### config.mk
export PLATFORM = sky130hd
export DESIGN_NAME = uart_rx_fsm
export DESIGN_NICKNAME = d
export VERILOG_FILES = /design/src/rtl/uart_rx_fsm.sv
export SDC_FILE = /design/constraint.sdc
export NUM_CORES = 1
export LEC_CHECK = 0
export CAP_MARGIN = 30
export CELL_PAD_IN_SITES_DETAIL_PLACEMENT = 1
export CELL_PAD_IN_SITES_GLOBAL_PLACEMENT = 1
export CORE_UTILIZATION = 43
export CTS_BUF_LIST = sky130_fd_sc_hd__clkbuf_2 sky130_fd_sc_hd__clkbuf_4 sky130_fd_sc_hd__clkbuf_8
export DETAILED_ROUTE_END_ITERATION = 8
export PLACE_DENSITY = 0.82
export SETUP_SLACK_MARGIN = 0.2
export SYNTH_ARGS = -nofsm -noshare
export SYNTH_HDL_FRONTEND = slang
export SYNTH_SLANG_ARGS = --single-unit
export TNS_END_PERCENT = 30
### constraint.sdc
create_clock -name clk -period 1.6 [get_ports clk]
set_clock_uncertainty 0.2 [all_clocks]
set_input_delay 0.16 -clock clk [delete_from_list [all_inputs] [get_ports clk]]
set_output_delay 0.16 -clock clk [all_outputs]
set_load 0.01 [all_outputs]
### src/rtl/uart_rx_fsm.sv
// UART receiver: synchronises rx, validates the start bit, samples every bit at mid-period and
// strobes out the byte together with parity and framing status.
module uart_rx_fsm #(
  parameter int unsigned CLKS_PER_BIT = 1,
  parameter int unsigned SYNC_STAGES  = 2,
  parameter bit          PARITY_ODD   = 1'b0
) (
  input  logic       clk,
  input  logic       reset,
  input  logic       rx,
  output logic [7:0] data_out,
  output logic       data_valid,
  output logic       parity_err,
  output logic       frame_err,
  output logic       busy
);

  localparam int unsigned TW  = (CLKS_PER_BIT > 1) ? $clog2(CLKS_PER_BIT) : 1;
  localparam int unsigned MID = (CLKS_PER_BIT - 1) / 2;
  localparam logic [TW-1:0] TMR_MID  = TW'(MID);
  localparam logic [TW-1:0] TMR_LAST = TW'(CLKS_PER_BIT - 1);

  typedef enum logic [2:0] {
    StWaitHigh,
    StIdle,
    StStart,
    StData,
    StParity,
    StStop
  } state_e;

  state_e               state_q;
  logic [SYNC_STAGES-1:0] sync_q;
  logic                 rx_s;
  logic [TW-1:0]        tmr_q;
  logic [2:0]           bit_idx_q;
  logic [7:0]           shift_q;
  logic                 par_q;
  logic                 par_bad_q;
  logic                 at_mid;
  logic                 at_last;

  // Synchroniser presets to the idle level so reset never looks like a start bit.
  always_ff @(posedge clk or posedge reset) begin
    if (reset) begin
      sync_q <= '1;
    end else begin
      sync_q <= {sync_q[SYNC_STAGES-2:0], rx};
    end
  end

  assign rx_s    = sync_q[SYNC_STAGES-1];
  assign at_mid  = (tmr_q == TMR_MID);
  assign at_last = (tmr_q == TMR_LAST);

  always_ff @(posedge clk or posedge reset) begin
    if (reset) begin
      state_q    <= StWaitHigh;
      tmr_q      <= '0;
      bit_idx_q  <= '0;
      shift_q    <= '0;
      par_q      <= 1'b0;
      par_bad_q  <= 1'b0;
      data_out   <= '0;
      data_valid <= 1'b0;
      parity_err <= 1'b0;
      frame_err  <= 1'b0;
      busy       <= 1'b0;
    end else begin
      data_valid <= 1'b0;
      case (state_q)
        StWaitHigh: begin
          tmr_q <= '0;
          if (rx_s) begin
            state_q <= StIdle;
          end
        end

        StIdle: begin
          if (!rx_s) begin
            busy      <= 1'b1;
            par_q     <= 1'b0;
            bit_idx_q <= '0;
            // The falling edge itself is tmr=0 of the start bit.
            if (CLKS_PER_BIT == 1) begin
              state_q <= StData;
              tmr_q   <= '0;
            end else begin
              state_q <= StStart;
              tmr_q   <= TW'(1);
            end
          end
        end

        StStart: begin
          if (at_mid && rx_s) begin
            state_q <= StIdle;
            tmr_q   <= '0;
            busy    <= 1'b0;
          end else if (at_last) begin
            state_q <= StData;
            tmr_q   <= '0;
          end else begin
            tmr_q <= tmr_q + TW'(1);
          end
        end

        StData: begin
          if (at_mid) begin
            shift_q <= {rx_s, shift_q[7:1]};
            par_q   <= par_q ^ rx_s;
          end
          if (at_last) begin
            tmr_q <= '0;
            if (bit_idx_q == 3'd7) begin
              state_q <= StParity;
            end else begin
              bit_idx_q <= bit_idx_q + 3'd1;
            end
          end else begin
            tmr_q <= tmr_q + TW'(1);
          end
        end

        StParity: begin
          if (at_mid) begin
            par_bad_q <= (rx_s != (par_q ^ PARITY_ODD));
          end
          if (at_last) begin
            state_q <= StStop;
            tmr_q   <= '0;
          end else begin
            tmr_q <= tmr_q + TW'(1);
          end
        end

        StStop: begin
          // Leave at the sample so a back-to-back start bit is caught on its first cycle.
          if (at_mid) begin
            data_valid <= 1'b1;
            data_out   <= shift_q;
            parity_err <= par_bad_q;
            frame_err  <= !rx_s;
            busy       <= 1'b0;
            tmr_q      <= '0;
            state_q    <= rx_s ? StIdle : StWaitHigh;
          end else begin
            tmr_q <= tmr_q + TW'(1);
          end
        end

        default: begin
          state_q <= StWaitHigh;
          tmr_q   <= '0;
          busy    <= 1'b0;
        end
      endcase
    end
  end

endmodule

### Yosys cells after proc, flatten, opt, wreduce, memory -nomap -nowiden

Index checks and enable logic that the tools add are counted.

| word-level totals | value |
|---|---|
| bits of input ports | 3 |
| bits in registers | 31 |
| word-level logic and storage cells | 72 |

| operators by class | value |
|---|---|
| mux-type cells | 26 |
| eq/ne operators | 16 |
| reduce and logical (&&, ||, !) cells | 13 |
| bitwise gates (word level) | 3 |
| $add $sub $neg | 2 |

Operator list:

| kind | count |
|---|---|
| $mux 3 | 11 |
| $pmux 3 s6 | 1 |
| $ne 2x2->1 const B | 8 |
| $mux 1 | 10 |
| $eq 3x3->1 const B | 3 |
| $reduce_and 4->1 | 2 |
| $reduce_and 7->1 | 1 |
| $eq 3x2->1 const B | 2 |
| $pmux 3 s2 | 1 |
| $reduce_and 2->1 | 3 |
| $reduce_or 3->1 | 2 |
| $pmux 1 s4 | 1 |
| $add 3x1->3 const B | 1 |
| $eq 3x1->1 const B | 1 |
| $logic_not 3->1 | 1 |
| $ne 3x3->1 const B | 1 |
| $pmux 1 s3 | 1 |
| $reduce_and 3->1 | 1 |
| $not 1->1 | 2 |
| $pmux 1 s2 | 1 |
| $reduce_bool 2->1 | 1 |
| $add 1x1->1 const B | 1 |
| $logic_and 1x1->1 | 1 |
| $logic_not 1->1 | 1 |
| other kinds (2) | 2 |

### Longest topological paths before layout

| depth | value |
|---|---|
| depth after elaboration | 4 |
| mapped depth | 5 |
| depth with buffers taken out | 5 |

### Worst setup path before layout

No wires, ideal clock.

| path | value |
|---|---|
| path type | reg2reg |
| start point | register bit_idx_q[0] |
| end point | register bit_idx_q[1] |
| data required time | 1,279 ps |
| stages on the path, launching flop included | 6 |
| slack | -6 ps |
| period minus slack after synthesis | 1,606 ps |
| library setup time | 121 ps |
| path buffers | 0 |
| arrival time | 1,285 ps |
| cells stage by stage | dfrtp_1 > ha_1 > ha_1 > and2_1 > a31o_1 > a22o_1 |

| on the way | value |
|---|---|
| word-level cells in the longest chain between the ends | 4 |
| elaborated cells on any way between the ends | 7 |

Ends and longest elaborated chain:

| element | RTL line | RTL |
|---|---|---|
| start, declared | 36 | `logic [2:0] bit_idx_q;` |
| start signal, assigned | 118 | `bit_idx_q <= bit_idx_q + 3'd1;` |
| $add 3x1->3 | 118 |  |
| $mux 3 | 115 | `if (bit_idx_q == 3'd7) begin` |
| $mux 3 | 113 | `if (at_last) begin` |
| $pmux 3 s2 | 71 | `case (state_q)` |

Several ways; a longest one is shown, not always the timed one. The select of a mux whose other input is x is not followed.
A chain may end at the register's enable or synchronous reset.

### Worst setup path in the final report

| path | value |
|---|---|
| start point | register bit_idx_q[0] |
| end point | register bit_idx_q[2] |

The elaborated chain is that of the path after synthesis.

==> results.txt <==
- Slew Viols, Final: 0
* Fraction of the cycle the final worst path needs: 99.80%
- Most crowded layer after global routing: met2
- After global routing the overflow that remains totals 0.
- Violated checks: DRC
* Worst-Margin Slew: 0.3058 ns
* Critical path launch point type: flip-flop
- Wire length of the first global-routing pass: 4505 um
* Fraction of power spent switching nets: 33.27%
- In this run the most critical hold path is launched from rx.
- First-pass iteration count of the detailed router: 6
- After detailed routing, the average wire length per cell comes to 17.69 um.
- Once layout is complete, the utilization of the core stands at 59.61%.
- Global routing consumed, on the met3 layer, 8.482% of the routing resources.
- Setup repair after global routing missed its margin: true
- Power share of the sequential group: 41.3%
- Critical register-to-register path startpoint: bit_idx_q[0]
* Number of diodes added for antenna fixing: 0
- The clock network is responsible for 15.2% of the overall power.
* Post-synth design cell area: 1334 um2
- Worst R2R Path Depth: 5
- Power density of the placed cells: 1897 nW/um2
- Entering global routing, the biggest net connects 31 pins.
* DP Cell Count: 140
- Synthesized netlist net count: 99
* Min-Delay Path Class: in -> reg
* DR iter-0 viols: 11
- Wires add up to 2725 um.
* Met2 GRT Util: 29.40%
* Die Ht: 57.70 um
* Post-Syn Area per Cell: 14.19 um2
- CTS saw 30 sinks.
* Die ar.: 3329 um2
* Biggest fanout along the worst timing path: 5
- Yosys warnings: 0
- For the worst setup path, the data arrival time is 1.61 ns.
- Kind of critical path: reg -> reg
* Req. time, crit path: 1.61 ns
- The count of buffers added on input and output ports is 14.
- At the end of routability-driven placement, the weighted congestion stood at 0.7453.
- Share of final-layout standard cells stronger than drive strength 1: 40.65%
* Worst hold path cell count: 1
- Clock-pin slew reported for the worst setup and hold paths after clock tree synthesis: 0.10 ns
- The clock passes through at most 2 buffers.
* Accumulated negative setup slack: 0 ns
- Count of mapped cells out of synthesis: 94
- Combinational cell fraction of total power: 43.4%
* GR Layer Usage met1: 23.11%
- Summed over all cells, the static leakage comes to 0.9153 nW.
* Worst supply voltage drop on vdd: 0.0009432 V
- Remaining DRCs: 1
* Status: complete, but fails checks
- Final setup margin: 0.003159 ns
- Worst Setup Slack post-DPL: 0.009067 ns
* Post-DR vias/cell: 5.532
- Sequential cell area fraction in the yosys report: 56.47%
- Antenna-violating nets left: 0
* Initial antenna violation count: 0
* Die outline width: 57.70 um
- The wire-length estimate of the detail-placed layout is 1683 um.
* Net switching power figure: 1.073 mW
- Final setup viols: 0
- Number of hold violations in the final report: 0
- Detailed routing inserted a total of 852 vias.
- TritonCTS created 5 clock buffers.
* Post-synthesis sequential element count: 30
- Max-cap violations: 0
* Number of H-tree levels: 2
* Worst Hold Margin: 0.03676 ns
- Initial core utilization: 46.75%
- For flop-to-flop paths, the worst setup slack is 0.003 ns.
- Relative area change from synthesis to final layout: 27.49%
- Headroom to the max-slew limit came out at 79.61%.
- Number of rows created at floorplan: 19
- Post-layout nets: 127
- Final std cells w/o fill: 154
* Startpoint of the most critical setup path: bit_idx_q[0]
- Fin crit period: 1.597 ns
- Clock tree synthesis selected as its root buffer the cell sky130_fd_sc_hd__clkbuf_4.
- Top Ports: 15
- Total global routing track utilization: 18.78%
* Maximum clock frequency: 626.2 MHz
- Placeable core region: 2853 um2
- TritonCTS built the clock tree.
- The via count of the first global-routing pass came to 912.
- The worst setup path is captured at a flip-flop.
* Synth unique cells: 30
* Int Pwr: 2.153 mW
- Worst skew pair latency: 0.33 ns
## sequential cells by signal, indices dropped and copies added, names as in the netlist
register,cells
sync_q,2
shift_q,8
frame_err,1
data_valid,1
data_out,8
bit_idx_q,3
state_q,3
par_bad_q,1
par_q,1
parity_err,1
busy,1
## logic make-up (layout without fill, tap and decap cells)
| kind of cell | Yosys count | after routing | synth area share, % |
|---|---|---|---|
| flops | 30 | 30 | 56.47 |
| simple gates | 18 | 19 | 10.69 |
| compound gates | 17 | 17 | 9.475 |
| mux | 17 | 17 | 16.32 |
| buf+inv | 9 | 37 | 4.503 |
| fa+ha+maj | 2 | 2 | 1.876 |
| xor+xnor | 1 | 1 | 0.6568 |
## power groups by stage
stage / Combinational (mW) / Clock [mW] / Sequential, mW
6_report: 1.40 / 0.491 / 1.33
5_1_grt: 1.53 / 0.542 / 1.37
4_1_cts: 1.33 / 0.504 / 1.32
3_5_place_dp: 1.30 / 0 / 1.34
3_3_place_gp: 1.23 / 0 / 1.31
2_1_floorplan: 0.863 / 0 / 1.31
## final cells by class
class                   instances  area, um2
flip-flops and latches         30      755.7
fillers                       290       1152
inverters                       5      18.77
multi-input cells              56      581.8
well taps                      31      38.79
clock buffers                   7      58.81
repair buffers                 24      241.5
clock inverters                 1      5.005
## layout by cell type, fill, tap and decap left out, types with 2 or more instances in the layout
| cell type | n |
|---|---|
| sky130_fd_sc_hd__inv_1 | 5 |
| sky130_fd_sc_hd__dfrtp_2 | 2 |
| sky130_fd_sc_hd__mux2_4 | 7 |
| sky130_fd_sc_hd__clkdlybuf4s15_1 | 6 |
| sky130_fd_sc_hd__clkdlybuf4s50_1 | 2 |
| sky130_fd_sc_hd__mux2_2 | 10 |
| sky130_fd_sc_hd__clkbuf_4 | 6 |
| sky130_fd_sc_hd__nand2b_1 | 2 |
| sky130_fd_sc_hd__a21o_1 | 2 |
| sky130_fd_sc_hd__buf_4 | 7 |
| sky130_fd_sc_hd__dlygate4sd2_1 | 2 |
| sky130_fd_sc_hd__nand3b_4 | 2 |
| sky130_fd_sc_hd__dfrtp_1 | 26 |
| sky130_fd_sc_hd__nand2_1 | 4 |
| sky130_fd_sc_hd__a22o_1 | 4 |
| sky130_fd_sc_hd__o21ai_0 | 3 |
| sky130_fd_sc_hd__dlymetal6s2s_1 | 4 |
| sky130_fd_sc_hd__a31o_1 | 2 |
| sky130_fd_sc_hd__dfstp_2 | 2 |
## metal layers
layer	wire, um	share of wire, %
met1	1202	44
met2	1350	50
met3	123	4.5
met4	48	1.8
met5	0	0
## timing repair
| action | in CTS | in global routing |
|---|---|---|
| pin swaps | 1 | 3 |
| gates cloned | 0 | 1 |
| resized for setup | 10 | 19 |
| hold buffers | 1 | 0 |
| buffers inserted | 3 | 1 |
| endpoints found under the hold margin | 28 | 0 |
| endpoints found under the setup margin | 36 | 37 |
## final timing paths
kind | end
worst min-delay path | sync_q[0]
max in group asynchronous | sync_q[0]
min in group asynchronous | data_valid
worst max-delay path | bit_idx_q[2]
worst min register to register | sync_q[1]
worst max register to register | bit_idx_q[2]
## cell usage after synthesis
library cell,number,area share [%]
sky130_fd_sc_hd__nand3b_1,1,0.56
sky130_fd_sc_hd__inv_1,5,1.4
sky130_fd_sc_hd__buf_6,3,2.5
sky130_fd_sc_hd__and2_1,2,0.94
sky130_fd_sc_hd__a21oi_1,1,0.37
sky130_fd_sc_hd__o21ai_2,1,0.66
sky130_fd_sc_hd__or2b_1,1,0.56
sky130_fd_sc_hd__xor2_1,1,0.66
sky130_fd_sc_hd__a21boi_0,1,0.56
sky130_fd_sc_hd__buf_4,1,0.56
sky130_fd_sc_hd__and4bb_1,1,0.94
sky130_fd_sc_hd__dfrtp_1,28,53
sky130_fd_sc_hd__nand2_1,4,1.1
sky130_fd_sc_hd__ha_1,2,1.9
sky130_fd_sc_hd__a22o_1,4,2.6
sky130_fd_sc_hd__nor4b_1,1,0.66
sky130_fd_sc_hd__and2b_4,1,0.75
sky130_fd_sc_hd__o41ai_1,1,0.66
sky130_fd_sc_hd__a21o_1,2,1.1
sky130_fd_sc_hd__nand2b_1,2,0.94
sky130_fd_sc_hd__nand3_1,1,0.37
sky130_fd_sc_hd__nand3b_4,2,3.0
sky130_fd_sc_hd__nor2_1,1,0.28
sky130_fd_sc_hd__o21ai_0,4,1.5
sky130_fd_sc_hd__a31o_1,2,1.3
sky130_fd_sc_hd__mux2_2,10,8.4
sky130_fd_sc_hd__dfstp_2,2,3.9
sky130_fd_sc_hd__mux2_4,7,7.9
sky130_fd_sc_hd__nor3b_1,1,0.56
sky130_fd_sc_hd__a2bb2oi_1,1,0.66
## critical path: stages, from the launching register on
cell,delay [ns]
sky130_fd_sc_hd__dfrtp_1,0.40
sky130_fd_sc_hd__ha_2,0.20
sky130_fd_sc_hd__ha_4,0.18
sky130_fd_sc_hd__and2_4,0.13
sky130_fd_sc_hd__a31o_1,0.19
sky130_fd_sc_hd__a22o_1,0.18
## stage by stage
step	cell area, um2	total power, mW
after global placement	1536	2.545
after global routing	1700	3.445
final	1700	3.226
after detailed placement	1536	2.645
after floorplan	1349	2.178
after CTS	1638	3.157
No activity file was read; power rests on OpenSTA's default activity.
